`config.mk`:
```
export PLATFORM = sky130hd
export DESIGN_NAME = bcd_down_timer_flat
export DESIGN_NICKNAME = d
export VERILOG_FILES = /design/src/rtl/bcd_down_timer_if.sv /design/src/rtl/bcd_down_timer.sv /design/src/flat_wrapper.sv
export SDC_FILE = /design/constraint.sdc
export NUM_CORES = 1
export LEC_CHECK = 0
export ABC_AREA = 1
export CAP_MARGIN = 40
export CORE_MARGIN = 2
export CORE_UTILIZATION = 40
export DETAILED_ROUTE_END_ITERATION = 8
export PLACE_DENSITY = 0.66
export SLEW_MARGIN = 20
export SYNTH_ARGS = -nofsm -noshare
export SYNTH_HDL_FRONTEND = slang
export SYNTH_SLANG_ARGS = --single-unit
```
`constraint.sdc`:
```
create_clock -name ck -period 4 [get_ports ck]
set_clock_uncertainty 0.2 [all_clocks]
set_input_delay 1 -clock ck [delete_from_list [all_inputs] [get_ports ck]]
set_output_delay 1 -clock ck [all_outputs]
set_load 0.02 [all_outputs]
```
`src/rtl/bcd_down_timer_if.sv`:
```
// Control and display bus of the BCD countdown timer.
// The master side issues load/start/pause/tick; the slave side returns the count and status.
interface bcd_down_timer_if #(
    parameter int DIGITS = 2
);
    logic                  load;
    logic [4*DIGITS-1:0]   load_val;
    logic                  start;
    logic                  pause;
    logic                  tick;
    logic [4*DIGITS-1:0]   Q;
    logic                  running;
    logic                  done;
    logic                  zero;

    modport master (
        output load, load_val, start, pause, tick,
        input  Q, running, done, zero
    );

    modport slave (
        input  load, load_val, start, pause, tick,
        output Q, running, done, zero
    );
endinterface

```
`src/rtl/bcd_down_timer.sv`:
```
// Multi-digit BCD countdown timer with load/start/pause control and an expiry pulse.
// It decrements with digit borrow and either stops at zero or reloads the preset.
module bcd_down_timer #(
    parameter int DIGITS      = 2,
    parameter bit AUTO_RELOAD = 1'b0
) (
    input  logic               ck,
    input  logic               rst,
    bcd_down_timer_if.slave    bus
);
    localparam int W = 4 * DIGITS;

    typedef enum logic [1:0] {
        IDLE,
        RUN,
        HOLD,
        EXPIRED
    } state_t;

    state_t         state_q, state_d;
    logic [W-1:0]   count_q, count_d;
    logic [W-1:0]   preset_q, preset_d;
    logic           done_q, done_d;
    logic           running_q;
    logic [W-1:0]   loadClean;
    logic [W-1:0]   countDec;
    logic           isZero;
    logic           isOne;

    // Digits above 9 are clamped to 9 so the count never holds an invalid BCD code.
    function automatic logic [W-1:0] sanitize(input logic [W-1:0] v);
        logic [W-1:0] r;
        r = v;
        for (int i = 0; i < DIGITS; i++) begin
            if (v[4*i +: 4] > 4'd9) begin
                r[4*i +: 4] = 4'd9;
            end
        end
        return r;
    endfunction

    function automatic logic [W-1:0] bcdDecrement(input logic [W-1:0] v);
        logic [W-1:0] r;
        logic         borrow;
        r      = v;
        borrow = 1'b1;
        for (int i = 0; i < DIGITS; i++) begin
            if (borrow) begin
                if (v[4*i +: 4] == 4'd0) begin
                    r[4*i +: 4] = 4'd9;
                end else begin
                    r[4*i +: 4] = v[4*i +: 4] - 4'd1;
                    borrow      = 1'b0;
                end
            end
        end
        return r;
    endfunction

    assign loadClean = sanitize(bus.load_val);
    assign countDec  = bcdDecrement(count_q);
    assign isZero    = (count_q == '0);
    assign isOne     = (count_q == W'(1));

    always_comb begin
        state_d  = state_q;
        count_d  = count_q;
        preset_d = preset_q;
        done_d   = 1'b0;

        if (bus.load) begin
            count_d  = loadClean;
            preset_d = loadClean;
            state_d  = IDLE;
        end else begin
            case (state_q)
                IDLE: begin
                    if (!bus.pause && bus.start && !isZero) begin
                        state_d = RUN;
                    end
                end
                RUN: begin
                    if (bus.pause) begin
                        state_d = HOLD;
                    end else if (bus.tick) begin
                        if (isOne) begin
                            done_d = 1'b1;
                            if (AUTO_RELOAD) begin
                                count_d = preset_q;
                            end else begin
                                count_d = '0;
                                state_d = EXPIRED;
                            end
                        end else begin
                            count_d = countDec;
                        end
                    end
                end
                HOLD: begin
                    if (bus.start && !bus.pause) begin
                        state_d = RUN;
                    end
                end
                EXPIRED: begin
                    state_d = EXPIRED;
                end
                default: begin
                    state_d = IDLE;
                end
            endcase
        end
    end

    // running is registered from the next state so it lines up with the state register.
    always_ff @(posedge ck) begin
        if (rst) begin
            state_q   <= IDLE;
            count_q   <= '0;
            preset_q  <= '0;
            done_q    <= 1'b0;
            running_q <= 1'b0;
        end else begin
            state_q   <= state_d;
            count_q   <= count_d;
            preset_q  <= preset_d;
            done_q    <= done_d;
            running_q <= (state_d == RUN);
        end
    end

    assign bus.Q       = count_q;
    assign bus.running = running_q;
    assign bus.done    = done_q;
    assign bus.zero    = isZero;
endmodule

```
`src/flat_wrapper.sv`:
```
// flat-port wrapper written by rule: the top's interface ports become plain ports
module bcd_down_timer_flat 
#(
    parameter int DIGITS      = 2,
    parameter bit AUTO_RELOAD = 1'b0
)
  (ck, rst, bus_load, bus_load_val, bus_start, bus_pause, bus_tick, bus_Q, bus_running, bus_done, bus_zero);
  bcd_down_timer_if #(.DIGITS(DIGITS)) bus_i ();
  input  logic ck;
  input  logic rst;
  input wire logic [$bits(bus_i.load)-1:0] bus_load;
  input wire logic [$bits(bus_i.load_val)-1:0] bus_load_val;
  input wire logic [$bits(bus_i.start)-1:0] bus_start;
  input wire logic [$bits(bus_i.pause)-1:0] bus_pause;
  input wire logic [$bits(bus_i.tick)-1:0] bus_tick;
  output wire logic [$bits(bus_i.Q)-1:0] bus_Q;
  output wire logic [$bits(bus_i.running)-1:0] bus_running;
  output wire logic [$bits(bus_i.done)-1:0] bus_done;
  output wire logic [$bits(bus_i.zero)-1:0] bus_zero;
  assign bus_i.load = bus_load;
  assign bus_i.load_val = bus_load_val;
  assign bus_i.start = bus_start;
  assign bus_i.pause = bus_pause;
  assign bus_i.tick = bus_tick;
  assign bus_Q = bus_i.Q;
  assign bus_running = bus_i.running;
  assign bus_done = bus_i.done;
  assign bus_zero = bus_i.zero;
  bcd_down_timer #(.DIGITS(DIGITS), .AUTO_RELOAD(AUTO_RELOAD)) u_core (.ck(ck), .rst(rst), .bus(bus_i));
endmodule
```
After elaboration in Yosys (flattened, before gate mapping)
Index checks and enable logic that the tools add are counted.
{"block": "op_classes", "n_addsub": 2, "order_cmp": 2, "eq_ne": 6, "n_mux": 19, "bitwise": 2, "n_reduce_logical": 14}
{"op": "8-bit two-way mux", "n": 5}
{"op": "4-bit two-way mux", "n": 5}
{"op": "2-bit two-way mux", "n": 6}
{"op": "8-bit by 1-bit == test with 1-bit output, second input constant", "n": 1}
{"op": "4-bit > comparator, second input constant", "n": 2}
{"op": "4-bit logical NOT", "n": 2}
{"op": "8-bit logical NOT", "n": 1}
{"op": "2-bit case mux with 4 select lines", "n": 1}
{"op": "4-bit by 1-bit subtractor with 4-bit output, second input constant", "n": 2}
{"op": "5-bit OR reduction", "n": 1}
{"op": "2-bit by 1-bit == test with 1-bit output, second input constant", "n": 2}
{"op": "2-bit == test, second input constant", "n": 2}
{"op": "4-bit AND reduction", "n": 1}
{"op": "2-bit nonzero test", "n": 2}
{"op": "3-bit AND reduction", "n": 1}
{"op": "3-bit nonzero test", "n": 1}
{"op": "1-bit logical AND", "n": 2}
{"op": "1-bit logical NOT", "n": 2}
{"op": "2-bit logical NOT", "n": 1}
{"op": "1-bit two-way mux", "n": 2}
{"op": "2-bit inequality test, second input constant", "n": 1}
{"op": "1-bit NOT", "n": 2}
{"block": "totals", "reg_bits": 12, "input_bits": 14, "out_inout_bits": 11, "elab_cells": 50}

Depth between registers and ports, before layout
Gate-level depths: netlist of run 1.
{"block": "depth", "ltp_word": 8, "mapped_depth": 10, "depth_no_buf": 10}

Worst setup path before layout of run 1
No wires, ideal clock.
{"block": "synth_path", "path_kind": "register to output", "startpoint": "register u_core.count_q[0] (netlist: u_core.bus.Q[0])", "endpoint": "output bus_zero", "arrival_time_ns": 1.119, "required_time_ns": 2.800, "setup_slack_ns": 1.681, "path_stages_with_launch": 7, "n_path_buf": 0, "path_cell_list": "dfxtp_1 inv_1 ha_1 inv_1 nor3_2 nand2_1 inv_1"}
{"block": "synth_between", "elab_chain_cells": 1}
{"item": "start, declared", "line_no": "bcd_down_timer.sv:21", "source": "logic [W-1:0] count_q, count_d;"}
{"item": "start signal, assigned", "line_no": "bcd_down_timer.sv:124", "source": "count_q <= count_d;"}
{"item": "8-bit logical NOT", "line_no": "bcd_down_timer.sv:62", "source": "assign isZero = (count_q == '0);"}
{"item": "end, declared", "line_no": "flat_wrapper.sv:19", "source": "output wire logic [$bits(bus_i.zero)-1:0] bus_zero;"}
Every way passes these cells.

Final worst setup path of run 1
Ends and elaborated chain as after synthesis.

==> results of run 1 <==
==> layout make-up <==
class,instances,area share
clock buffers,4,0.0314
inverters,20,0.0649
multi-input cells,103,0.459
flip-flops and latches,12,0.208
well taps,27,0.0292
repair buffers,24,0.208
==> routing by layer <==
layer  track usage  routed length [microns]  vias up
li1              -                        -      481
met1         0.216                      922      385
met2         0.309                     1010       24
met3        0.0536                      113        0
met4        0.0324                        0        0
met5             0                        0        -
==> path summary, 6_finish.rpt <==
kind	end	slack (ns)
min reg2reg	u_core.bus.Q[5]$_SDFFE_PP0P_	0.35
min	u_core.bus.Q[5]$_SDFFE_PP0P_	0.35
max	bus_zero	0.84
max reg2reg	u_core.bus.Q[7]$_SDFFE_PP0P_	2.31
==> logic make-up after synthesis <==
kind of cell    count (synthesis)  share of synthesized area
buf+inv                        21                     0.0968
xor+xnor                        2                     0.0205
simple gates                   78                      0.422
flops                          12                      0.282
fa+ha+maj                       4                     0.0587
compound gates                 19                      0.120
==> metrics by stage <==
step	instances	power, mW	area, sq um	setup slack, ns
5_1_grt	190	0.404	1160	0.673
3_5_place_dp	186	0.278	1120	1.14
4_1_cts	190	0.380	1160	0.806
3_3_place_gp	186	0.277	1120	1.20
6_report	190	0.377	1160	0.835
2_1_floorplan	136	0.229	853	1.68
==> worst register-to-register path: stages, from the launching register on <==
cell and delay [ns]:
sky130_fd_sc_hd__dfxtp_1 0.33, sky130_fd_sc_hd__inv_1 0.11, sky130_fd_sc_hd__ha_1 0.26, sky130_fd_sc_hd__nand3_2 0.16, sky130_fd_sc_hd__nor2_4 0.15, sky130_fd_sc_hd__inv_2 0.08, sky130_fd_sc_hd__nand2_4 0.08, sky130_fd_sc_hd__nand2_4 0.07
sky130_fd_sc_hd__nand2_2 0.06, sky130_fd_sc_hd__nand2_1 0.04, sky130_fd_sc_hd__nor2_1 0.10
==> synthesized netlist by cell type <==
master and count:
sky130_fd_sc_hd__ha_1 4, sky130_fd_sc_hd__a22oi_1 1, sky130_fd_sc_hd__and2_1 1, sky130_fd_sc_hd__nor2_2 2, sky130_fd_sc_hd__nand3b_1 1, sky130_fd_sc_hd__inv_2 3, sky130_fd_sc_hd__buf_4 1, sky130_fd_sc_hd__o21ai_1 1
sky130_fd_sc_hd__o21ai_0 8, sky130_fd_sc_hd__nor4_1 1, sky130_fd_sc_hd__nand3_2 1, sky130_fd_sc_hd__o21a_1 2, sky130_fd_sc_hd__inv_1 17, sky130_fd_sc_hd__xor2_1 1, sky130_fd_sc_hd__xnor2_1 1, sky130_fd_sc_hd__nor2_1 24
sky130_fd_sc_hd__nand2_4 3, sky130_fd_sc_hd__a21oi_1 7, sky130_fd_sc_hd__dfxtp_1 12, sky130_fd_sc_hd__nand2_1 36, sky130_fd_sc_hd__nand2_2 2, sky130_fd_sc_hd__nand3_1 5, sky130_fd_sc_hd__nor2_4 1, sky130_fd_sc_hd__nor3_2 1
==> sequential cells by signal, summed over array words and instances (netlist names) <==
| signal | flops |
|---|---|
| u_core.bus.running | 1 |
| u_core.bus.done | 1 |
| u_core.bus.Q | 8 |
| u_core.state_q | 2 |
==> power by group <==
part           switching, mW  leakage [nW]  total, mW  internal [mW]
logic                 0.0761         0.437      0.137         0.0611
clock network         0.0456        0.0210      0.101         0.0554
registers             0.0107        0.0987      0.139          0.128
total                  0.132         0.557      0.377          0.245
==> results by stage, run 1 <==
Layout:
- In the final layout, the multi-input gates occupy 531 sq um.
- In the layout the commonest cells are sky130_fd_sc_hd__nand2_1 (36), sky130_fd_sc_hd__nor2_1 (24), sky130_fd_sc_hd__clkdlybuf4s50_1 (24).
- Measured on the finished design, the core utilization comes to 0.583.
- The repair_antennas step left the layout with diodes totalling 0.
- Leaving out fill and tap cells, the most frequent cell in the layout is sky130_fd_sc_hd__nand2_1.
- The filler cells instantiated in the layout total 205.
- Compared with the post-synthesis result, the final layout area differs by 35.5%.
- In the final design database the tool counted 182 nets.
- The sequential cell area is 240 sq um.
- The share of post-route cells with drive strength above 1 is 0.104.

Worst setup path:
- The element type at the critical path start is a flop.
- The critical path goes through inv_1 -> ha_1 -> inv_1 -> nor3_2 -> nand2_1 -> inv_1 -> clkdlybuf4s50_1.
- Of all nets on the critical path, the largest fanout is 5.
- The cell with the biggest individual delay on the critical path is sky130_fd_sc_hd__clkdlybuf4s50_1.
- In this run the number of cells on the critical path is 7.
- The worst flop-to-flop path startpoint is u_core.bus.Q[4]$_SDFFE_PP0P_.
- The cell depth of the worst flop-to-flop path is 10.
- The number of buffers and inverters on the critical path is 4.
- The classification of the worst setup path is flop to output pin.
- Among cell families on the critical path, the largest total delay comes from buffers and inverters.
- The worst setup path startpoint is u_core.bus.Q[0]$_SDFFE_PP0P_.
- STA classifies the critical path endpoint as an output pin.
- On the worst path, the slowest cell contributes a delay of 0.59 ns.
- Among the stages of the critical path, the cell type that occurs most often is sky130_fd_sc_hd__inv_1.
- Data on the critical path arrives at its endpoint at 1.96 ns.
- STA puts the critical path data required time at 2.80 ns.

Logic synthesis:
- Yosys attributes the largest share of cell area to sky130_fd_sc_hd__dfxtp_1 (28%), sky130_fd_sc_hd__nand2_1 (16%), sky130_fd_sc_hd__nor2_1 (11%), sky130_fd_sc_hd__inv_1 (7.5%), sky130_fd_sc_hd__ha_1 (5.9%).
- The synthesized design contains 12 register bits.
- The number of distinct library cell variants in the gate-level netlist after synthesis is 24.
- The sequential share of the synthesized area is 0.282.
- Yosys printed 0 warnings.
- The net count after synthesis is 154.
- The largest total area in the synthesized netlist belongs to sky130_fd_sc_hd__dfxtp_1.
- The mean area per synthesized cell is 6.27 sq um.
- The synthesized cell area is 853 sq um.
- Of the post-synthesis cell area, the dominant cell type holds 0.282.
- Synthesis produced 136 cells.

STA:
- The count of endpoints failing hold in the final timing report is 0.
- In this run the tightest slew margin relative to its limit is 0.778.
- The highest achievable clock rate is 316 MHz.
- The accumulated negative setup slack is 0 ns.
- The clock period minus worst slack is 3.16 ns.
- The worst hold margin is 0.346 ns.
- The pin slew with the least headroom to its limit is 0.332 ns.
- The number of failing setup endpoints in the final timing report is 0.
- The number of pins with negative max-slew slack in the final report is 0.
- Setup repair after global routing left no endpoint under its margin.
- The ratio of final minimum period to clock period is 0.791.

Floorplanning:
- The die covers 2520 sq um.
- The placeable core region is 1980 sq um.
- The initial core utilization is 0.431.
- The floorplan has 16 rows.
- From bottom edge to top edge, the die measures 50.2 microns.
- The floorplan die width is 50.2 microns.
- 25 I/O pins were placed.

Flow run:
- The max-capacitance violation count is 0.

CTS:
- TritonCTS built the clock tree.
- Counting every sink on the clock net gives 12.
- The clock input transition at the sequential cells of the worst setup and hold paths is 0.08 ns.
- The tree is rooted in a sky130_fd_sc_hd__clkbuf_4.
- Post-CTS repair changed the size of 0 cells.
- The number of CTS-inserted buffers is 3.
- The clock reaches the later pin of the worst-skew pair after 0.28 ns.
- CTS built an H-tree with a depth of 1.
- The number of setup buffers added after CTS is 0.
- The number of buffers inserted by hold repair at cts is 0.
- In this run the deepest clock path goes through 2 buffers.

Power:
- Summed over all cells, the static leakage comes to 0.557 nW.
- The worst-case vdd ir drop is 172 uV.
- The power per standard cell area is 326 nW/um^2.

Routing:
- The first routing iteration left 8 violations.
- For this block, the routed nets add up to 2050 microns of wire.
- The first TritonRoute pass finished after 4 iterations.
- The residual antenna-violating net count after detailed routing is 0.
- In the final routed layout, each cell accounts on average for 10.8 microns.
- Using the TritonRoute via totals, the vias-per-cell ratio works out to 4.68.
- The via count is 890.
- The final routed DRC violation total is 0.

GRT:
- The wire length of the first global-routing pass is 3400 microns.
- The via count of the first global-routing pass was 802.
- The total global routing track utilization is 0.178.
- The number of antenna violations at the first check in global routing came to 0.
- The pin count of the biggest net entering global routing is 10.
- After global routing the overflow that remains totals 0.

Hold path:
- The min-delay analysis places its worst path in the category flop to flop.
- The cell count of the worst hold path is 2.
- The start point of the worst hold path is u_core.bus.Q[5]$_SDFFE_PP0P_.

Placement:
- The count of input and output buffers is 24.
- The routability-driven placement congestion ratio is 0.894.
- Once detailed placement completed, the half-perimeter wirelength came to 1630 microns.

Run status:
- The run finished with clean final reports.
(Power assumes the default switching activity.)
==> inputs of run 2 (changes only) <==
Clock period 4 ns to 3.3 ns, I/O delays scaled along.
==> results of run 2 <==
The final DEF is identical to that of run 1. Status: completed.
Main changes from that run: setup slack after placement 1.14 ns -> 0.618 ns; setup slack after layout 0.835 ns -> 0.310 ns; register-to-register setup slack 2.31 ns -> 1.61 ns; total power 0.377 mW -> 0.457 mW; worst IR drop on VDD 172 uV -> 208 uV
==> inputs of run 3 (changes only) <==
Settings changed: SLEW_MARGIN 20 to unset.
==> results of run 3 <==
The final DEF is identical to that of run 1. Status: completed.
Main changes from that run: setup slack after placement 1.14 ns -> 0.618 ns; setup slack after layout 0.835 ns -> 0.310 ns; register-to-register setup slack 2.31 ns -> 1.61 ns; total power 0.377 mW -> 0.457 mW; worst IR drop on VDD 172 uV -> 208 uV
